<file path="src/rtl/io_bus_interconnect_pkg.sv">
// rtl/io_bus_interconnect_pkg.sv - shared I/O request/response types and widths for io_bus_interconnect
package io_bus_interconnect_pkg;

  // The packet types below are sized from these; instances must use matching parameters.
  localparam int DEFAULT_NUM_CORES        = 4;
  localparam int DEFAULT_THREADS_PER_CORE = 4;

  localparam int CORE_ID_WIDTH    = (DEFAULT_NUM_CORES > 1) ? $clog2(DEFAULT_NUM_CORES) : 1;
  localparam int THREAD_IDX_WIDTH = (DEFAULT_THREADS_PER_CORE > 1) ? $clog2(DEFAULT_THREADS_PER_CORE) : 1;

  typedef logic [31:0]                 scalar_t;
  typedef logic [CORE_ID_WIDTH-1:0]    core_id_t;
  typedef logic [THREAD_IDX_WIDTH-1:0] local_thread_idx_t;

  typedef struct packed {
    logic              store;
    local_thread_idx_t thread_idx;
    scalar_t           address;
    scalar_t           value;
  } ioreq_packet_t;

  typedef struct packed {
    core_id_t          core;
    local_thread_idx_t thread_idx;
    scalar_t           read_value;
  } iorsp_packet_t;

endpackage

</file>
<file path="src/rtl/io_bus_interface.sv">
// rtl/io_bus_interface.sv - shared system I/O bus signal bundle
interface io_bus_interface;
  import io_bus_interconnect_pkg::*;

  logic    write_en;
  logic    read_en;
  scalar_t address;
  scalar_t write_data;
  scalar_t read_data;

  modport master (
    output write_en,
    output read_en,
    output address,
    output write_data,
    input  read_data
  );

  modport slave (
    input  write_en,
    input  read_en,
    input  address,
    input  write_data,
    output read_data
  );

endinterface

</file>
<file path="src/rtl/io_bus_interconnect_rr_arbiter.sv">
// rtl/io_bus_interconnect_rr_arbiter.sv - one-hot request arbiter, round robin or fixed priority (IO_INTERCONNECT_FIXED_PRIORITY_EN)
module rr_arbiter #(
  parameter int NUM_REQUESTERS = 4
) (
  input  logic                      clk,
  input  logic                      reset,
  input  logic [NUM_REQUESTERS-1:0] request,
  input  logic                      update_lru,
  output logic [NUM_REQUESTERS-1:0] grant_oh
);

  localparam int PTR_W = (NUM_REQUESTERS > 1) ? $clog2(NUM_REQUESTERS) : 1;

`ifdef IO_INTERCONNECT_FIXED_PRIORITY_EN

  // Lowest index wins; stateless, so clock/reset/update are not needed.
  logic unused_inputs;
  assign unused_inputs = ^{clk, reset, update_lru};

  // Pick the first active request scanning upward from index 0.
  always_comb begin
    logic found;
    grant_oh = '0;
    found    = 1'b0;
    for (int i = 0; i < NUM_REQUESTERS; i++) begin
      if (!found && request[i]) begin
        grant_oh[i] = 1'b1;
        found       = 1'b1;
      end
    end
  end

`else

  logic [PTR_W-1:0] ptr;
  logic [PTR_W-1:0] grant_idx;
  logic             any_grant;

  // Scan from the priority pointer with wrap-around; first active request wins.
  always_comb begin
    int               idx_full;
    logic [PTR_W-1:0] idx;
    logic             found;
    grant_oh  = '0;
    grant_idx = '0;
    found     = 1'b0;
    idx_full  = 0;
    idx       = '0;
    for (int i = 0; i < NUM_REQUESTERS; i++) begin
      idx_full = int'(ptr) + i;
      if (idx_full >= NUM_REQUESTERS) idx_full = idx_full - NUM_REQUESTERS;
      idx = PTR_W'(idx_full);
      if (!found && request[idx]) begin
        grant_oh[idx] = 1'b1;
        grant_idx     = idx;
        found         = 1'b1;
      end
    end
  end

  assign any_grant = |grant_oh;

  // After a grant, priority moves to the requester just past the winner; otherwise it holds.
  always_ff @(posedge clk) begin
    if (reset) begin
      ptr <= '0;
    end else if (update_lru && any_grant) begin
      if (grant_idx == PTR_W'(NUM_REQUESTERS - 1)) ptr <= '0;
      else                                          ptr <= grant_idx + 1'b1;
    end
  end

`endif

endmodule

</file>
<file path="src/rtl/io_bus_interconnect.sv">
// rtl/io_bus_interconnect.sv - arbitrates core I/O requests onto io_bus with fixed 2-cycle response (IO_INTERCONNECT_FIXED_PRIORITY_EN selects fixed priority)
module io_bus_interconnect
  import io_bus_interconnect_pkg::*;
#(
  parameter int NUM_CORES        = DEFAULT_NUM_CORES,
  parameter int THREADS_PER_CORE = DEFAULT_THREADS_PER_CORE
) (
  input  logic                 clk,
  input  logic                 reset,
  input  logic [NUM_CORES-1:0] ior_request_valid,
  input  ioreq_packet_t        ior_request [NUM_CORES],
  output logic [NUM_CORES-1:0] ii_ready,
  output logic                 ii_response_valid,
  output iorsp_packet_t        ii_response,
  io_bus_interface.master      io_bus
);

  localparam int CORE_W   = (NUM_CORES > 1) ? $clog2(NUM_CORES) : 1;
  localparam int THREAD_W = (THREADS_PER_CORE > 1) ? $clog2(THREADS_PER_CORE) : 1;

  logic [NUM_CORES-1:0] grant_oh;
  logic                 grant_any;
  ioreq_packet_t        grant_pkt;
  logic [CORE_W-1:0]    grant_core;
  logic [THREAD_W-1:0]  grant_thread;

  logic                 p1_valid;
  core_id_t             p1_core;
  local_thread_idx_t    p1_thread;

  core_id_t             rsp_core_q;
  local_thread_idx_t    rsp_thread_q;

  rr_arbiter #(
    .NUM_REQUESTERS (NUM_CORES)
  ) u_arbiter (
    .clk        (clk),
    .reset      (reset),
    .request    (ior_request_valid),
    .update_lru (grant_any),
    .grant_oh   (grant_oh)
  );

  // A grant always completes the handshake: the arbiter only grants active requesters.
  assign ii_ready  = grant_oh;
  assign grant_any = |grant_oh;

  // Select the winning core's packet and its index.
  always_comb begin
    grant_pkt  = '0;
    grant_core = '0;
    for (int i = 0; i < NUM_CORES; i++) begin
      if (grant_oh[i]) begin
        grant_pkt  = ior_request[i];
        grant_core = CORE_W'(i);
      end
    end
    grant_thread = THREAD_W'(grant_pkt.thread_idx);
  end

  // Bus stage: strobes follow the grant each cycle; address/data/tag hold when idle.
  always_ff @(posedge clk) begin
    if (reset) begin
      io_bus.write_en   <= 1'b0;
      io_bus.read_en    <= 1'b0;
      io_bus.address    <= '0;
      io_bus.write_data <= '0;
      p1_valid          <= 1'b0;
      p1_core           <= '0;
      p1_thread         <= '0;
    end else begin
      io_bus.write_en <= grant_any & grant_pkt.store;
      io_bus.read_en  <= grant_any & ~grant_pkt.store;
      p1_valid        <= grant_any;
      if (grant_any) begin
        io_bus.address    <= grant_pkt.address;
        io_bus.write_data <= grant_pkt.value;
        p1_core           <= core_id_t'(grant_core);
        p1_thread         <= local_thread_idx_t'(grant_thread);
      end
    end
  end

  // Response stage: one response per bus transaction, loads and stores alike.
  always_ff @(posedge clk) begin
    if (reset) begin
      ii_response_valid <= 1'b0;
      rsp_core_q        <= '0;
      rsp_thread_q      <= '0;
    end else begin
      ii_response_valid <= p1_valid;
      rsp_core_q        <= p1_core;
      rsp_thread_q      <= p1_thread;
    end
  end

  // Read data is passed straight through from the bus in the response cycle.
  always_comb begin
    ii_response            = '0;
    ii_response.core       = rsp_core_q;
    ii_response.thread_idx = rsp_thread_q;
    ii_response.read_value = io_bus.read_data;
  end

endmodule

</file>
<file path="src/flat_wrapper.sv">
// flat-port wrapper written by rule: the top's interface ports become plain ports
module io_bus_interconnect_flat import io_bus_interconnect_pkg::*;
#(
  parameter int NUM_CORES        = DEFAULT_NUM_CORES,
  parameter int THREADS_PER_CORE = DEFAULT_THREADS_PER_CORE
)
  (clk, reset, ior_request_valid, ior_request, ii_ready, ii_response_valid, ii_response, io_bus_write_en, io_bus_read_en, io_bus_address, io_bus_write_data, io_bus_read_data);
  io_bus_interface io_bus_i ();
  input  logic clk;
  input  logic reset;
  input  logic [NUM_CORES-1:0] ior_request_valid;
  input  ioreq_packet_t ior_request[NUM_CORES];
  output logic [NUM_CORES-1:0] ii_ready;
  output logic ii_response_valid;
  output iorsp_packet_t ii_response;
  output wire logic [$bits(io_bus_i.write_en)-1:0] io_bus_write_en;
  output wire logic [$bits(io_bus_i.read_en)-1:0] io_bus_read_en;
  output wire logic [$bits(io_bus_i.address)-1:0] io_bus_address;
  output wire logic [$bits(io_bus_i.write_data)-1:0] io_bus_write_data;
  input wire logic [$bits(io_bus_i.read_data)-1:0] io_bus_read_data;
  assign io_bus_write_en = io_bus_i.write_en;
  assign io_bus_read_en = io_bus_i.read_en;
  assign io_bus_address = io_bus_i.address;
  assign io_bus_write_data = io_bus_i.write_data;
  assign io_bus_i.read_data = io_bus_read_data;
  io_bus_interconnect #(.NUM_CORES(NUM_CORES), .THREADS_PER_CORE(THREADS_PER_CORE)) u_core (.clk(clk), .reset(reset), .ior_request_valid(ior_request_valid), .ior_request(ior_request), .ii_ready(ii_ready), .ii_response_valid(ii_response_valid), .ii_response(ii_response), .io_bus(io_bus_i));
endmodule
</file>
<file path="config.mk">
export PLATFORM = sky130hd
export DESIGN_NAME = io_bus_interconnect_flat
export DESIGN_NICKNAME = d
export VERILOG_FILES = /design/src/rtl/io_bus_interconnect_pkg.sv /design/src/rtl/io_bus_interface.sv /design/src/rtl/io_bus_interconnect_rr_arbiter.sv /design/src/rtl/io_bus_interconnect.sv /design/src/flat_wrapper.sv
export SDC_FILE = /design/constraint.sdc
export NUM_CORES = 1
export LEC_CHECK = 0
export CAP_MARGIN = 0
export CORE_AREA = 2 2 159 161
export CTS_CLUSTER_SIZE = 16
export DETAILED_ROUTE_END_ITERATION = 12
export DIE_AREA = 0 0 161 163
export HOLD_SLACK_MARGIN = 0.05
export PLACE_DENSITY = 0.63
export SYNTH_ARGS = -nofsm -noshare
export SYNTH_HDL_FRONTEND = slang
export SYNTH_SLANG_ARGS = --single-unit
</file>
<file path="constraint.sdc">
create_clock -name clk -period 5.15 [get_ports clk]
set_input_delay 0.515 -clock clk [delete_from_list [all_inputs] [get_ports clk]]
set_output_delay 0.515 -clock clk [all_outputs]
set_load 0.1 [all_outputs]
</file>
Word-level counts from Yosys, hierarchy flattened
Index checks and enable logic that the tools add are counted.
Operators by class
  add/subtract/negate cells: 8
  reductions and logical operators: 11
  equality and inequality tests: 1
  magnitude comparators: 12
  bitwise operators: 6
  multiplexer cells: 39
Operators by type and width (number)
  2-to-1 mux 67 bit: 4
  2-to-1 mux 2 bit: 11
  2-to-1 mux 4 bit: 4
  < comparator 2 x 3 -> 1 bit, second input constant: 4
  2-to-1 mux 1 bit: 12
  bitwise OR 4 bit: 3
  >= comparator 3 bit, second input constant: 3
  binary-select mux 1 bit (select 2 bit): 4
  demux 1 bit (select 2 bit): 4
  >= comparator 2 x 1 -> 1 bit, second input constant: 4
  subtractor 2 x 1 -> 2 bit, second input constant: 4
  logical AND 1 bit: 7
  adder 2 x 2 -> 3 bit, second input constant: 2
  OR reduction 4 bit: 1
  adder 2 x 1 -> 3 bit, second input constant: 1
  >= comparator 2 x 3 -> 1 bit, second input constant: 1
  logical NOT 1 bit: 3
  adder 2 x 1 -> 2 bit, second input constant: 1
  bitwise AND 1 bit: 2
  == test 2 bit, second input constant: 1
  NOT 1 bit: 1
Storage, ports and cells
  flip-flop bits (word level): 78
  input bits: 306

Longest topological paths before layout
  depth after elaboration: 20
  gate-level depth with buffers: 15
  depth with buffers taken out: 10

By module
A second synthesis with hierarchy kept.
Second synthesis, totals
  cell total of the unflattened synthesis: 552
  area total of the unflattened synthesis: 4968.5 sq um
Modules (own cells, without submodules)
  io_bus_interconnect: area an instance 4216.5 sq um, cells an instance 461, sequential area each 1521.5 sq um, instances 1
  rr_arbiter: area an instance 752.0 sq um, cells an instance 91, sequential area each 40.0 sq um, instances 1

Worst setup path before layout
Ideal clock, no wire load.
  path kind: reg2reg
  start point: reg with a tool-made name
  end point: reg u_core.io_bus.write_data[18]
  data required time: 5069 ps
  library setup time: 81 ps
  arrival time: 3934 ps
  setup slack: 1135 ps
  stages on the path, launching flop included: 13
  cell sequence: dfxtp_1 -> buf_2 -> inv_1 -> ha_1 -> buf_2 -> mux4_2 -> nor4b_4 -> a221oi_2 -> inv_2 -> buf_1 -> a221o_1 -> o21ai_1 -> a211oi_2
RTL lines
  end signal, assigned: RTL line io_bus_interconnect.sv:77  | io_bus.write_data <= grant_pkt.value;
  end, declared: RTL line io_bus_interface.sv:15  | output write_data,

==> impl_metrics.tcl <==
set metrics [dict create \
    r2r_cells 11 \
    fmaxAchievable_mhz 212 \
    cts_root_buffer "clkbuf_16" \
    fillers 2534 \
    async_flop_share_pct 0 \
    antenna_found_initial 0 \
    finalNonFillerCells 1193 \
    ff_latch_area_mm2 0.00156 \
    setup_violations 0 \
    syn_area_per_cell_um2 8.51 \
    met1_usage_pct 18.2 \
    hpwl_mm 15.8 \
    core_area_mm2 0.0247 \
    grt.total_usage_pct 15.8 \
    r2r_slack_ns 0.76 \
    antenna_cells 0 \
    ys_types 45 \
    syn-num-nets 895 \
    cts_inserted_buffers 9 \
    use_met3_pct 4.48 \
    overflow 0 \
    syn_to_final_growth_pct 77.6 \
    viasPerCell 4.86 \
    worstMarginPinSlew_ns 1.04 \
    nNetsFinal 1171 \
    htree_levels 3 \
    finalCritPeriodShare_pct 91.6 \
    portBuffers 348 \
    ys.flop_type "dfxtp_1" \
    clock_sinks 78 \
    relSlewSlack_pct 30.4 \
    insertion_delay_ns 0.34 \
    hold_end "u_core.ii_response_valid" \
    seq_area_frac_synth_pct 31.5 \
    cts_tree "built" \
    hp-start "u_core.p1_valid" \
    wl_mm 21.7 \
    post_cts_buffers 0 \
    rr_endpoint "u_core.io_bus.write_data[27]" \
    met2_usage_pct 27.5 \
    synthCells 583 \
    ys_seq_elements 78 \
    initial_core_util_pct 20.1 \
    p_leak_uw 0.00314 \
    first_pass_iters 5 \
    drtIter0Drc 334 \
    gp_congestion 0.799 \
    worst_setup_path_end_kind "primary output" \
    drc 0 \
    hold_buffers 0 \
    critical_path_class "reg -> out" \
    grt_pass1_vias 5722 \
    synth_edf_count 0 \
    drive_above_1_share_pct 8.92 \
    grt_pass1_wl_mm 32.4 \
    drv_slew 0 \
    dieHeight_um 163 \
    rsz0062_at_grt "false" \
    hold_viol_final 0 \
    syn_area_mm2 0.00496 \
    multi_input_area_mm2 0.00288 \
    via_count 5798 \
    dieWidth_um 161 \
    vdd_drop_max_mv 0.489 \
    final_common_cell "clkdlybuf4s50_1" \
    fin_worst_skew_ns 0.0103 \
    yosysTopAreaCellShare_pct 31.5 \
    hold_path_depth 1 \
    worstPathMaxFanout 36 \
    dp.cells 1178 \
    outcome "completed" \
    ys.warnings.count 0 \
    final_cell_mix "clkdlybuf4s50_1, o21ai_0, dfxtp_1, nor2_1, a221o_1" \
    cts.repair.resized 0 \
    required_ns 4.64 \
    yosys.area.top_type "dfxtp_1" \
    maxCapViolCount 0 \
    hold_class "reg -> reg" \
    synth_area_leaders "dfxtp_1, a221o_1, o21ai_0" \
    row_count 58 \
    grt_start_max_net_pins 69 \
    top_usage_layer "met2" \
    clk_path_buf_depth 2 \
    antenna_left 0 \
    min_period_ns 4.71 \
    startpoint_type "register" \
    powerDensity_mw_per_mm2 867 \
    arrival_ns 4.20 \
    io_pins 413 \
    die_area_mm2 0.0262 \
    final.setup.tns_ns 0 \
    clkTransAtPathRegs_ns 0.06 \
    routedWlPerCell_um 18.2 \
]
cell usage after synthesis (2+ instances only):
| master | number |
|---|---|
| o21ai_0 | 107 |
| nor2b_1 | 7 |
| buf_4 | 33 |
| a221o_1 | 67 |
| mux2i_1 | 2 |
| clkbuf_1 | 39 |
| a21oi_1 | 5 |
| xor2_1 | 2 |
| inv_1 | 6 |
| buf_1 | 2 |
| ha_1 | 6 |
| mux4_2 | 4 |
| nor2_1 | 68 |
| dfxtp_1 | 78 |
| nand2_1 | 10 |
| a211oi_2 | 31 |
| o21ai_1 | 31 |
| nor4bb_1 | 2 |
| nand3_1 | 2 |
| and3b_1 | 2 |
| buf_2 | 16 |
| a211oi_1 | 37 |
| buf_6 | 4 |
worst max-delay path, stage by stage, from the launching register on:
cell,delay [ns]
dfxtp_1,0.68
inv_1,0.20
ha_1,0.47
mux4_2,0.68
nor4b_4,0.59
a221oi_4,0.15
inv_2,0.57
buf_12,0.29
buf_12,0.21
report_power, final:
group          internal [uW]  switching (uW)  total [uW]  leakage (uW)
Clock                    472             283         755      0.000161
Combinational           1890            3990        5880       0.00233
Sequential               867             136        1000      0.000649
through the flow:
| step | instance area, um2 | setup slack (ns) | power (uW) | utilization, % | hold slack (ns) |
|---|---|---|---|---|---|
| after global placement | 8470 | 0.908 | 6860 | 34.3 | 0.454 |
| after floorplan | 4960 | 1.14 | 5550 | - | 0.414 |
| after global routing | 8810 | 0.0756 | 8140 | 35.7 | 0.476 |
| after detailed placement | 8470 | 0.753 | 6930 | 34.3 | 0.458 |
| after CTS | 8810 | 0.399 | 7720 | 35.7 | 0.470 |
| final | 8810 | 0.435 | 7630 | 35.7 | 0.468 |
flip-flops by register name, indices dropped and copies added (netlist names), named ones only:
name and flops:
u_core.io_bus.address 32, u_core.io_bus.write_data 32, u_core.p1_core 2, u_core.p1_thread 2, u_core.rsp_core_q 2, u_core.rsp_thread_q 2
u_core.ii_response_valid 1, u_core.io_bus.read_en 1, u_core.io_bus.write_en 1, u_core.p1_valid 1, u_core.u_arbiter.ptr 1
cells by family (layout without fill, tap and decap cells):
family / Yosys count / count (layout) / share of synthesized area (%)
XOR/XNOR: 2 / 2 / 0.353
multiplexers: 6 / 6 / 2.22
buffers and inverters: 102 / 382 / 11.2
AND/OR/NAND/NOR: 101 / 101 / 9.76
AO/OA/AOI/OAI: 288 / 288 / 43.4
adder cells (fa/ha/maj): 6 / 6 / 1.51
flip-flops: 78 / 78 / 31.5
routing by layer:
layer | up-vias | part of all wire [%]
met4 | 0 | 3.5
met3 | 50 | 8.1
met1 | 2720 | 40
met2 | 281 | 48
met5 | - | 0
li1 | 2747 | -
worst max-delay path by stage:
stage | end | slack, ns | cells past startpoint
5_1_grt | ii_ready[3] | 0.08 | 8
3_3_place_gp | ii_ready[3] | 0.91 | 8
3_5_place_dp | u_core.io_bus.write_data[29] | 0.75 | 11
2_1_floorplan | u_core.io_bus.write_data[18] | 1.14 | 12
6_report | ii_ready[3] | 0.44 | 8
4_1_cts | ii_ready[3] | 0.40 | 8
final cells by class:
class	count	share of cell area, %
Timing Repair Buffer	360	40.8
Multi-Input combinational cell	403	32.6
Sequential cell	78	17.7
Tap cell	330	4.69
Clock buffer	9	2.56
Clock inverter	6	1.26
Inverter	7	0.298
No activity file was read; power rests on OpenSTA's default activity.
